### src/rtl/dbus_arb_pkg.sv
// rtl/dbus_arb_pkg.sv - shared types and default widths for the data-bus arbiter
package dbus_arb_pkg;

    localparam int DEF_NCORES = 4;
    localparam int DEF_AW     = 32;
    localparam int DEF_DW     = 32;

    typedef enum logic [1:0] {
        IDLE,
        REQ,
        RESP
    } arb_state_t;

    // Owner index width; a single core still gets a 1-bit index.
    function automatic int owner_width(input int n);
        return (n > 1) ? $clog2(n) : 1;
    endfunction

endpackage

### src/rtl/dbus_arbiter_if.sv
// rtl/dbus_arbiter_if.sv - core-side and memory-side bus bundle (lock_i present under DBUS_ARB_LOCK_EN)
interface dbus_arbiter_if
    import dbus_arb_pkg::*;
#(
    parameter int NCORES = DEF_NCORES,
    parameter int AW     = DEF_AW,
    parameter int DW     = DEF_DW
);
    localparam int OW = owner_width(NCORES);

    logic [NCORES-1:0]        req_i;
    logic [NCORES-1:0]        we_i;
    logic [NCORES*AW-1:0]     addr_i;
    logic [NCORES*DW-1:0]     wdata_i;
    logic [NCORES*DW/8-1:0]   wstrb_i;
    logic [NCORES-1:0]        ack_o;
    logic [DW-1:0]            rdata_o;
    logic [OW-1:0]            owner_o;
    logic                     mem_valid_o;
    logic                     mem_ready_i;
    logic                     mem_we_o;
    logic [AW-1:0]            mem_addr_o;
    logic [DW-1:0]            mem_wdata_o;
    logic [DW/8-1:0]          mem_wstrb_o;
    logic                     mem_rvalid_i;
    logic [DW-1:0]            mem_rdata_i;
`ifdef DBUS_ARB_LOCK_EN
    logic [NCORES-1:0]        lock_i;

    modport slave (
        input  req_i, we_i, addr_i, wdata_i, wstrb_i, lock_i,
        input  mem_ready_i, mem_rvalid_i, mem_rdata_i,
        output ack_o, rdata_o, owner_o,
        output mem_valid_o, mem_we_o, mem_addr_o, mem_wdata_o, mem_wstrb_o
    );

    modport master (
        output req_i, we_i, addr_i, wdata_i, wstrb_i, lock_i,
        output mem_ready_i, mem_rvalid_i, mem_rdata_i,
        input  ack_o, rdata_o, owner_o,
        input  mem_valid_o, mem_we_o, mem_addr_o, mem_wdata_o, mem_wstrb_o
    );
`else
    modport slave (
        input  req_i, we_i, addr_i, wdata_i, wstrb_i,
        input  mem_ready_i, mem_rvalid_i, mem_rdata_i,
        output ack_o, rdata_o, owner_o,
        output mem_valid_o, mem_we_o, mem_addr_o, mem_wdata_o, mem_wstrb_o
    );

    modport master (
        output req_i, we_i, addr_i, wdata_i, wstrb_i,
        output mem_ready_i, mem_rvalid_i, mem_rdata_i,
        input  ack_o, rdata_o, owner_o,
        input  mem_valid_o, mem_we_o, mem_addr_o, mem_wdata_o, mem_wstrb_o
    );
`endif

endinterface

### src/rtl/dbus_rr_picker.sv
// rtl/dbus_rr_picker.sv - combinational round-robin picker: first set request at or above ptr, wrapping
module dbus_rr_picker
    import dbus_arb_pkg::*;
#(
    parameter  int NCORES = DEF_NCORES,
    localparam int OW     = owner_width(NCORES)
) (
    input  logic [NCORES-1:0] req,
    input  logic [OW-1:0]     ptr,
    output logic              valid,
    output logic [OW-1:0]     idx
);
    localparam logic [OW:0] N_W = NCORES[OW:0];

    logic [NCORES-1:0] rot;
    logic [OW-1:0]     off;
    logic [OW:0]       sum;

    // Rotate so bit 0 is the pointer position, find the lowest set bit, then undo the rotation.
    always_comb begin
        rot = NCORES'({req, req} >> ptr);
        off = '0;
        for (int i = NCORES - 1; i >= 0; i--) begin
            if (rot[i]) begin
                off = OW'(i);
            end
        end
        sum = {1'b0, ptr} + {1'b0, off};
        if (sum >= N_W) begin
            sum = sum - N_W;
        end
        valid = |req;
        idx   = sum[OW-1:0];
    end

endmodule

### src/rtl/dbus_arbiter.sv
// rtl/dbus_arbiter.sv - round-robin data-bus arbiter, one outstanding transaction (optional lock: DBUS_ARB_LOCK_EN)
module dbus_arbiter
    import dbus_arb_pkg::*;
#(
    parameter int NCORES = DEF_NCORES,
    parameter int AW     = DEF_AW,
    parameter int DW     = DEF_DW
) (
    input  logic           clk_i,
    input  logic           rst_ni,
    dbus_arbiter_if.slave  bus
);
    localparam int OW = owner_width(NCORES);
    localparam int SW = DW / 8;

    arb_state_t        state;
    logic [OW-1:0]     ptr;
    logic [OW-1:0]     owner_q;
    logic [NCORES-1:0] ack_q;
    logic [DW-1:0]     rdata_q;
    logic              mem_valid_q;
    logic              mem_we_q;
    logic [AW-1:0]     mem_addr_q;
    logic [DW-1:0]     mem_wdata_q;
    logic [SW-1:0]     mem_wstrb_q;
`ifdef DBUS_ARB_LOCK_EN
    logic              lock_hold;
`endif

    logic              pick_valid;
    logic [OW-1:0]     pick_idx;
    logic              grant_valid;
    logic [OW-1:0]     grant_idx;
    logic [NCORES-1:0] owner_hot;
    logic [OW-1:0]     next_ptr;
    logic              ack_now;
    logic              sel_we;
    logic [AW-1:0]     sel_addr;
    logic [DW-1:0]     sel_wdata;
    logic [SW-1:0]     sel_wstrb;

    dbus_rr_picker #(.NCORES(NCORES)) u_picker (
        .req   (bus.req_i),
        .ptr   (ptr),
        .valid (pick_valid),
        .idx   (pick_idx)
    );

    always_comb begin
        owner_hot = '0;
        for (int k = 0; k < NCORES; k++) begin
            owner_hot[k] = (owner_q == OW'(k));
        end
    end

    // A held lock re-grants the previous owner ahead of round-robin while it keeps requesting.
    always_comb begin
        grant_valid = pick_valid;
        grant_idx   = pick_idx;
`ifdef DBUS_ARB_LOCK_EN
        if (lock_hold && |(bus.req_i & owner_hot)) begin
            grant_valid = 1'b1;
            grant_idx   = owner_q;
        end
`endif
    end

    always_comb begin
        sel_we    = 1'b0;
        sel_addr  = '0;
        sel_wdata = '0;
        sel_wstrb = '0;
        for (int k = 0; k < NCORES; k++) begin
            if (grant_idx == OW'(k)) begin
                sel_we    = bus.we_i[k];
                sel_addr  = bus.addr_i[k*AW +: AW];
                sel_wdata = bus.wdata_i[k*DW +: DW];
                sel_wstrb = bus.wstrb_i[k*SW +: SW];
            end
        end
    end

    assign next_ptr = (owner_q == OW'(NCORES - 1)) ? '0 : owner_q + 1'b1;
    assign ack_now  = ((state == REQ)  && bus.mem_ready_i && mem_we_q) ||
                      ((state == RESP) && bus.mem_rvalid_i);

    always_ff @(posedge clk_i or negedge rst_ni) begin
        if (!rst_ni) begin
            state       <= IDLE;
            ptr         <= '0;
            owner_q     <= '0;
            ack_q       <= '0;
            rdata_q     <= '0;
            mem_valid_q <= 1'b0;
            mem_we_q    <= 1'b0;
            mem_addr_q  <= '0;
            mem_wdata_q <= '0;
            mem_wstrb_q <= '0;
`ifdef DBUS_ARB_LOCK_EN
            lock_hold   <= 1'b0;
`endif
        end else begin
            ack_q <= '0;
            unique case (state)
                IDLE: begin
`ifdef DBUS_ARB_LOCK_EN
                    lock_hold <= 1'b0;
`endif
                    if (grant_valid) begin
                        owner_q     <= grant_idx;
                        mem_valid_q <= 1'b1;
                        mem_we_q    <= sel_we;
                        mem_addr_q  <= sel_addr;
                        mem_wdata_q <= sel_wdata;
                        mem_wstrb_q <= sel_wstrb;
                        state       <= REQ;
                    end
                end
                REQ: begin
                    if (bus.mem_ready_i) begin
                        mem_valid_q <= 1'b0;
                        state       <= mem_we_q ? IDLE : RESP;
                    end
                end
                RESP: begin
                    if (bus.mem_rvalid_i) begin
                        rdata_q <= bus.mem_rdata_i;
                        state   <= IDLE;
                    end
                end
                default: state <= IDLE;
            endcase

            if (ack_now) begin
                ack_q <= owner_hot;
`ifdef DBUS_ARB_LOCK_EN
                if (|(bus.lock_i & owner_hot)) begin
                    lock_hold <= 1'b1;
                end else begin
                    ptr <= next_ptr;
                end
`else
                ptr <= next_ptr;
`endif
            end
        end
    end

    assign bus.ack_o       = ack_q;
    assign bus.rdata_o     = rdata_q;
    assign bus.owner_o     = owner_q;
    assign bus.mem_valid_o = mem_valid_q;
    assign bus.mem_we_o    = mem_we_q;
    assign bus.mem_addr_o  = mem_addr_q;
    assign bus.mem_wdata_o = mem_wdata_q;
    assign bus.mem_wstrb_o = mem_wstrb_q;

endmodule

### src/flat_wrapper.sv
// flat-port wrapper written by rule: the top's interface ports become plain ports
module dbus_arbiter_flat import dbus_arb_pkg::*;
#(
    parameter int NCORES = DEF_NCORES,
    parameter int AW     = DEF_AW,
    parameter int DW     = DEF_DW
)
  (clk_i, rst_ni, bus_req_i, bus_we_i, bus_addr_i, bus_wdata_i, bus_wstrb_i, bus_mem_ready_i, bus_mem_rvalid_i, bus_mem_rdata_i, bus_ack_o, bus_rdata_o, bus_owner_o, bus_mem_valid_o, bus_mem_we_o, bus_mem_addr_o, bus_mem_wdata_o, bus_mem_wstrb_o);
  dbus_arbiter_if #(.NCORES(NCORES), .AW(AW), .DW(DW)) bus_i ();
  input  logic clk_i;
  input  logic rst_ni;
  input wire logic [$bits(bus_i.req_i)-1:0] bus_req_i;
  input wire logic [$bits(bus_i.we_i)-1:0] bus_we_i;
  input wire logic [$bits(bus_i.addr_i)-1:0] bus_addr_i;
  input wire logic [$bits(bus_i.wdata_i)-1:0] bus_wdata_i;
  input wire logic [$bits(bus_i.wstrb_i)-1:0] bus_wstrb_i;
  input wire logic [$bits(bus_i.mem_ready_i)-1:0] bus_mem_ready_i;
  input wire logic [$bits(bus_i.mem_rvalid_i)-1:0] bus_mem_rvalid_i;
  input wire logic [$bits(bus_i.mem_rdata_i)-1:0] bus_mem_rdata_i;
  output wire logic [$bits(bus_i.ack_o)-1:0] bus_ack_o;
  output wire logic [$bits(bus_i.rdata_o)-1:0] bus_rdata_o;
  output wire logic [$bits(bus_i.owner_o)-1:0] bus_owner_o;
  output wire logic [$bits(bus_i.mem_valid_o)-1:0] bus_mem_valid_o;
  output wire logic [$bits(bus_i.mem_we_o)-1:0] bus_mem_we_o;
  output wire logic [$bits(bus_i.mem_addr_o)-1:0] bus_mem_addr_o;
  output wire logic [$bits(bus_i.mem_wdata_o)-1:0] bus_mem_wdata_o;
  output wire logic [$bits(bus_i.mem_wstrb_o)-1:0] bus_mem_wstrb_o;
  assign bus_i.req_i = bus_req_i;
  assign bus_i.we_i = bus_we_i;
  assign bus_i.addr_i = bus_addr_i;
  assign bus_i.wdata_i = bus_wdata_i;
  assign bus_i.wstrb_i = bus_wstrb_i;
  assign bus_i.mem_ready_i = bus_mem_ready_i;
  assign bus_i.mem_rvalid_i = bus_mem_rvalid_i;
  assign bus_i.mem_rdata_i = bus_mem_rdata_i;
  assign bus_ack_o = bus_i.ack_o;
  assign bus_rdata_o = bus_i.rdata_o;
  assign bus_owner_o = bus_i.owner_o;
  assign bus_mem_valid_o = bus_i.mem_valid_o;
  assign bus_mem_we_o = bus_i.mem_we_o;
  assign bus_mem_addr_o = bus_i.mem_addr_o;
  assign bus_mem_wdata_o = bus_i.mem_wdata_o;
  assign bus_mem_wstrb_o = bus_i.mem_wstrb_o;
  dbus_arbiter #(.NCORES(NCORES), .AW(AW), .DW(DW)) u_core (.clk_i(clk_i), .rst_ni(rst_ni), .bus(bus_i));
endmodule
### config.mk
export PLATFORM = sky130hd
export DESIGN_NAME = dbus_arbiter_flat
export DESIGN_NICKNAME = d
export VERILOG_FILES = /design/src/rtl/dbus_arb_pkg.sv /design/src/rtl/dbus_arbiter_if.sv /design/src/rtl/dbus_rr_picker.sv /design/src/rtl/dbus_arbiter.sv /design/src/flat_wrapper.sv
export SDC_FILE = /design/constraint.sdc
export NUM_CORES = 1
export LEC_CHECK = 0
export CAP_MARGIN = 25
export CORE_AREA = 2 2 166 168
export DETAILED_ROUTE_END_ITERATION = 16
export DIE_AREA = 0 0 168 170
export HOLD_SLACK_MARGIN = 0.03
export SYNTH_ARGS = -nofsm -noshare
export SYNTH_HDL_FRONTEND = slang
export SYNTH_SLANG_ARGS = --single-unit
### constraint.sdc
create_clock -name clk_i -period 2.5 [get_ports clk_i]
set_clock_uncertainty 0.1 [all_clocks]
set_input_delay 0.5 -clock clk_i [delete_from_list [all_inputs] [get_ports clk_i]]
set_output_delay 0.5 -clock clk_i [all_outputs]
set_load 0.005 [all_outputs]
==> Implementation_results.wiki <==
{| class="wikitable"
! Metric !! Value
|-
| Status || finished with violations
|-
| Failing checks || negative setup slack
|-
| Total leakage power || 5.23 nW
|-
| I/O Buffers || 423
|-
| Number of flops mapped to enable cells by yosys || 0
|-
| Worst vdd ir || 749 uV
|-
| Floorplan die height || 170 um
|-
| Cell internal power dissipation || 11.7 mW
|-
| Total power || 18.3 mW
|-
| Portion of the clock cycle consumed by the worst path in the final layout || 1.13
|-
| Post-Synthesis Cell Area || 6650 sq um
|-
| Count of final max-slew check failures || 0
|-
| Highest fanout seen on the critical path || 8
|-
| Maximum clock frequency || 353 MHz
|-
| Number of nets in the final layout || 1,366
|-
| Post-detailed-placement half-perimeter wirelength || 18,600 um
|-
| Number of standard-cell rows in the floorplan || 60
|-
| Area post-placement || 11,500 sq um
|-
| Antenna violations before repair || 1
|-
| Type of the setup path with the least slack || in2reg
|-
| Type of the worst min-delay path || in2async
|-
| Worst Max-Slew Pin Slew || 0.642 ns
|-
| Worst Setup Start Kind || input pin
|-
| TritonCTS clock tree || built
|-
| Cells after synthesis || 600
|-
| Cell count of the worst reg-to-reg path || 11
|-
| Fin worst setup slack || -0.336 ns
|-
| Minimum setup slack among reg-to-reg paths || -0.33 ns
|-
| Power density normalized to cell area || 1480 nW/um^2
|-
| Layout cells sized above 1 || 0.190
|-
| I/O pin count || 424
|-
| Overall die area || 28,600 sq um
|-
| Post-Syn Nets || 921
|-
| Number of H-tree levels || 3
|-
| Proportion of synthesized flip-flops having asynchronous set or reset || 1.00
|-
| Post-DR vias/cell || 4.64
|-
| Number of global-route vias before repair || 6,511
|-
| Sink count of the clock tree || 112
|-
| Setup slack at placement || -0.952 ns
|-
| Initial Util || 0.250
|-
| Root Buffer || sky130_fd_sc_hd__clkbuf_16
|-
| Finished layout cell area || 12,400 sq um
|-
| RSZ-0062 raised after global routing || yes
|-
| Seq cells post-synth || 112
|-
| Portion of total power attributed to the clock network || 0.083
|-
| Clock buffers created by TritonCTS || 9
|-
| Maximum buffer depth of the clock tree || 2
|-
| Sort of element at the end of the critical path || flip-flop
|-
| GRT Resource Usage Total || 0.171
|-
| Global placement routability congestion || 0.787
|-
| Worst endpoint data arrival time || 2.98 ns
|-
| Routed WL || 25,900 um
|-
| Part of the power in combinational logic || 0.736
|-
| MaxCap Viol Count || 0
|-
| Final hold violation count || 0
|-
| Horizontal die dimension || 168 um
|-
| Switching Share || 0.358
|-
| Switching power || 6.56 mW
|-
| Number of iterations in the first detailed-routing pass || 4
|-
| Post-route DRC || 0
|-
| Worst hold slack || 0.106 ns
|-
| Synth warnings || 0
|-
| DRT antenna net count || 0
|-
| Iteration-0 DRC Markers || 309
|-
| Leading cell type in the layout, fill and taps excluded || sky130_fd_sc_hd__clkdlybuf4s50_1
|-
| Max_slew headroom || 0.572
|-
| Sequential fraction of the synthesis area || 0.421
|-
| Shortest clock period the worst path allows after layout || 2.84 ns
|-
| Reg-to-Reg Start || u_core.ptr[0]$_DFFE_PN0P_
|-
| Clock insertion delay at the later pin of the skew report || 0.36 ns
|-
| Worst reg2reg path endpoint || u_core.bus.mem_wdata_o[15]$_DFFE_PN0P_
|-
| Count of cell types in the netlist || 33
|-
| Routed wire per std cell || 18.6 um
|-
| Per-instance average area after synthesis || 11.1 sq um
|-
| Placeable core area || 26,700 sq um
|-
| Clock transition at the registers of the reported paths || 0.09 ns
|-
| Pin count of the biggest net entering global routing || 113
|-
| Startpoint of the worst setup timing path || bus_req_i[2]
|-
| Worst Setup EP || u_core.bus.mem_wdata_o[15]$_DFFE_PN0P_
|-
| Total overflow reported by the global router || 0
|-
| Ys flop type || sky130_fd_sc_hd__dfrtp_1
|-
| Part of the power in registers || 0.181
|-
| Critical path required time || 2.64 ns
|-
| Global-route wire length before repair || 37,600 um
|-
| Area delta synth->final || 86.1%
|-
| Vias || 6,454
|-
| Number of endpoints failing setup at the final stage || 69
|-
| Commonest non-fill, non-tap cells in the layout || sky130_fd_sc_hd__clkdlybuf4s50_1, sky130_fd_sc_hd__nand2_1, sky130_fd_sc_hd__dfrtp_1, sky130_fd_sc_hd__mux2i_1, sky130_fd_sc_hd__a221o_1
|}
[flip-flops by register name, summed over array words and instances (netlist names)]
name	count
u_core.ptr	2
u_core.bus.mem_wdata_o	32
u_core.bus.rdata_o	32
u_core.bus.ack_o	4
u_core.bus.mem_wstrb_o	4
u_core.bus.mem_valid_o	1
u_core.bus.mem_addr_o	32
u_core.bus.owner_o	2
u_core.bus.mem_we_o	1
u_core.state	2
[metal layers]
metal / vias to the layer above / GRT usage / part of all wire
li1: 3083 / - / -
met1: 3055 / 0.202 / 0.41
met2: 295 / 0.305 / 0.49
met3: 21 / 0.0514 / 0.081
met4: 0 / 0.0367 / 0.016
met5: - / 0 / 0
[worst max-delay path, cell delays in order]
cell                              delay [ns]
sky130_fd_sc_hd__clkdlybuf4s15_1        0.32
sky130_fd_sc_hd__o311ai_2               0.33
sky130_fd_sc_hd__o21ai_2                0.11
sky130_fd_sc_hd__o221ai_2               0.07
sky130_fd_sc_hd__ha_2                   0.24
sky130_fd_sc_hd__xnor2_4                0.15
sky130_fd_sc_hd__xnor2_4                0.15
sky130_fd_sc_hd__buf_12                 0.20
sky130_fd_sc_hd__buf_16                 0.17
sky130_fd_sc_hd__buf_12                 0.13
sky130_fd_sc_hd__mux2_4                 0.29
sky130_fd_sc_hd__a221o_1                0.30
[synthesized netlist by cell type (5+ instances only)]
cell | instances | area (sq um)
sky130_fd_sc_hd__mux2_4 | 33 | 495
sky130_fd_sc_hd__o21ai_0 | 6 | 30.0
sky130_fd_sc_hd__nor2_1 | 9 | 33.8
sky130_fd_sc_hd__nand2b_1 | 5 | 31.3
sky130_fd_sc_hd__mux2_2 | 69 | 777
sky130_fd_sc_hd__clkbuf_1 | 34 | 128
sky130_fd_sc_hd__a221o_1 | 69 | 691
sky130_fd_sc_hd__inv_1 | 5 | 18.8
sky130_fd_sc_hd__buf_6 | 12 | 135
sky130_fd_sc_hd__buf_2 | 5 | 25.0
sky130_fd_sc_hd__ha_1 | 5 | 62.6
sky130_fd_sc_hd__nand2_1 | 144 | 541
sky130_fd_sc_hd__mux2i_1 | 70 | 701
sky130_fd_sc_hd__dfrtp_1 | 112 | 2800
[stage by stage]
stage | setup TNS, ns | std cells | utilization
3_3_place_gp | -60.30 | 1355 | 0.433
6_report | -19.06 | 1392 | 0.465
5_1_grt | -26.92 | 1392 | 0.465
2_1_floorplan | -9.33 | 600 | -
4_1_cts | -15.29 | 1388 | 0.459
3_5_place_dp | -62.14 | 1355 | 0.433
[worst min-delay path by stage]
stage | endpoint | slack, ns | cells after the start
final | u_core.bus.rdata_o[5]$_DFFE_PN0P_ | 0.11 | 2
after global routing | u_core.bus.rdata_o[5]$_DFFE_PN0P_ | 0.16 | 2
after CTS | u_core.bus.rdata_o[5]$_DFFE_PN0P_ | 0.14 | 2
after detailed placement | u_core.bus.rdata_o[30]$_DFFE_PN0P_ | 0.39 | 1
after global placement | u_core.bus.rdata_o[24]$_DFFE_PN0P_ | 0.39 | 1
after floorplan | u_core.bus.ack_o[0]$_DFF_PN0_ | 0.10 | 0
[what timing repair did]
action | CTS | global route
gates resized for setup | 31 | 15
hold buffers | 0 | 0
gates cloned | 6 | 3
buffers inserted | 12 | 0
endpoints found under the setup margin | 69 | 70
pin swaps | 14 | 3
[area by class of cell]
class,count,area [sq um]
fillers,2535,14300
repair buffers,485,5130
diodes,1,2.50
multi-input cells,432,3690
inverters,5,18.8
clock buffers,9,225
clock inverters,7,83.8
flip-flops and latches,112,2810
well taps,341,427
[cells by family after synthesis]
| logic type | share of synthesized area |
|---|---|
| muxes | 0.297 |
| and+or+nand+nor | 0.101 |
| DFF | 0.421 |
| AOI/OAI and AO/OA | 0.122 |
| buffers and inverters | 0.0461 |
| adders and majority gates | 0.00941 |
| xor gates and xnor gates | 0.00376 |
[power groups by stage]
stage                     combinational (mW)  sequential (mW)  clock (mW)
after floorplan                         6.81             3.29           0
after global placement                  10.8             3.31           0
after detailed placement                11.0             3.31           0
after CTS                               13.1             3.30        1.59
after global routing                    14.3             3.43        1.64
final                                   13.5             3.31        1.52
(Power assumes the default switching activity.)
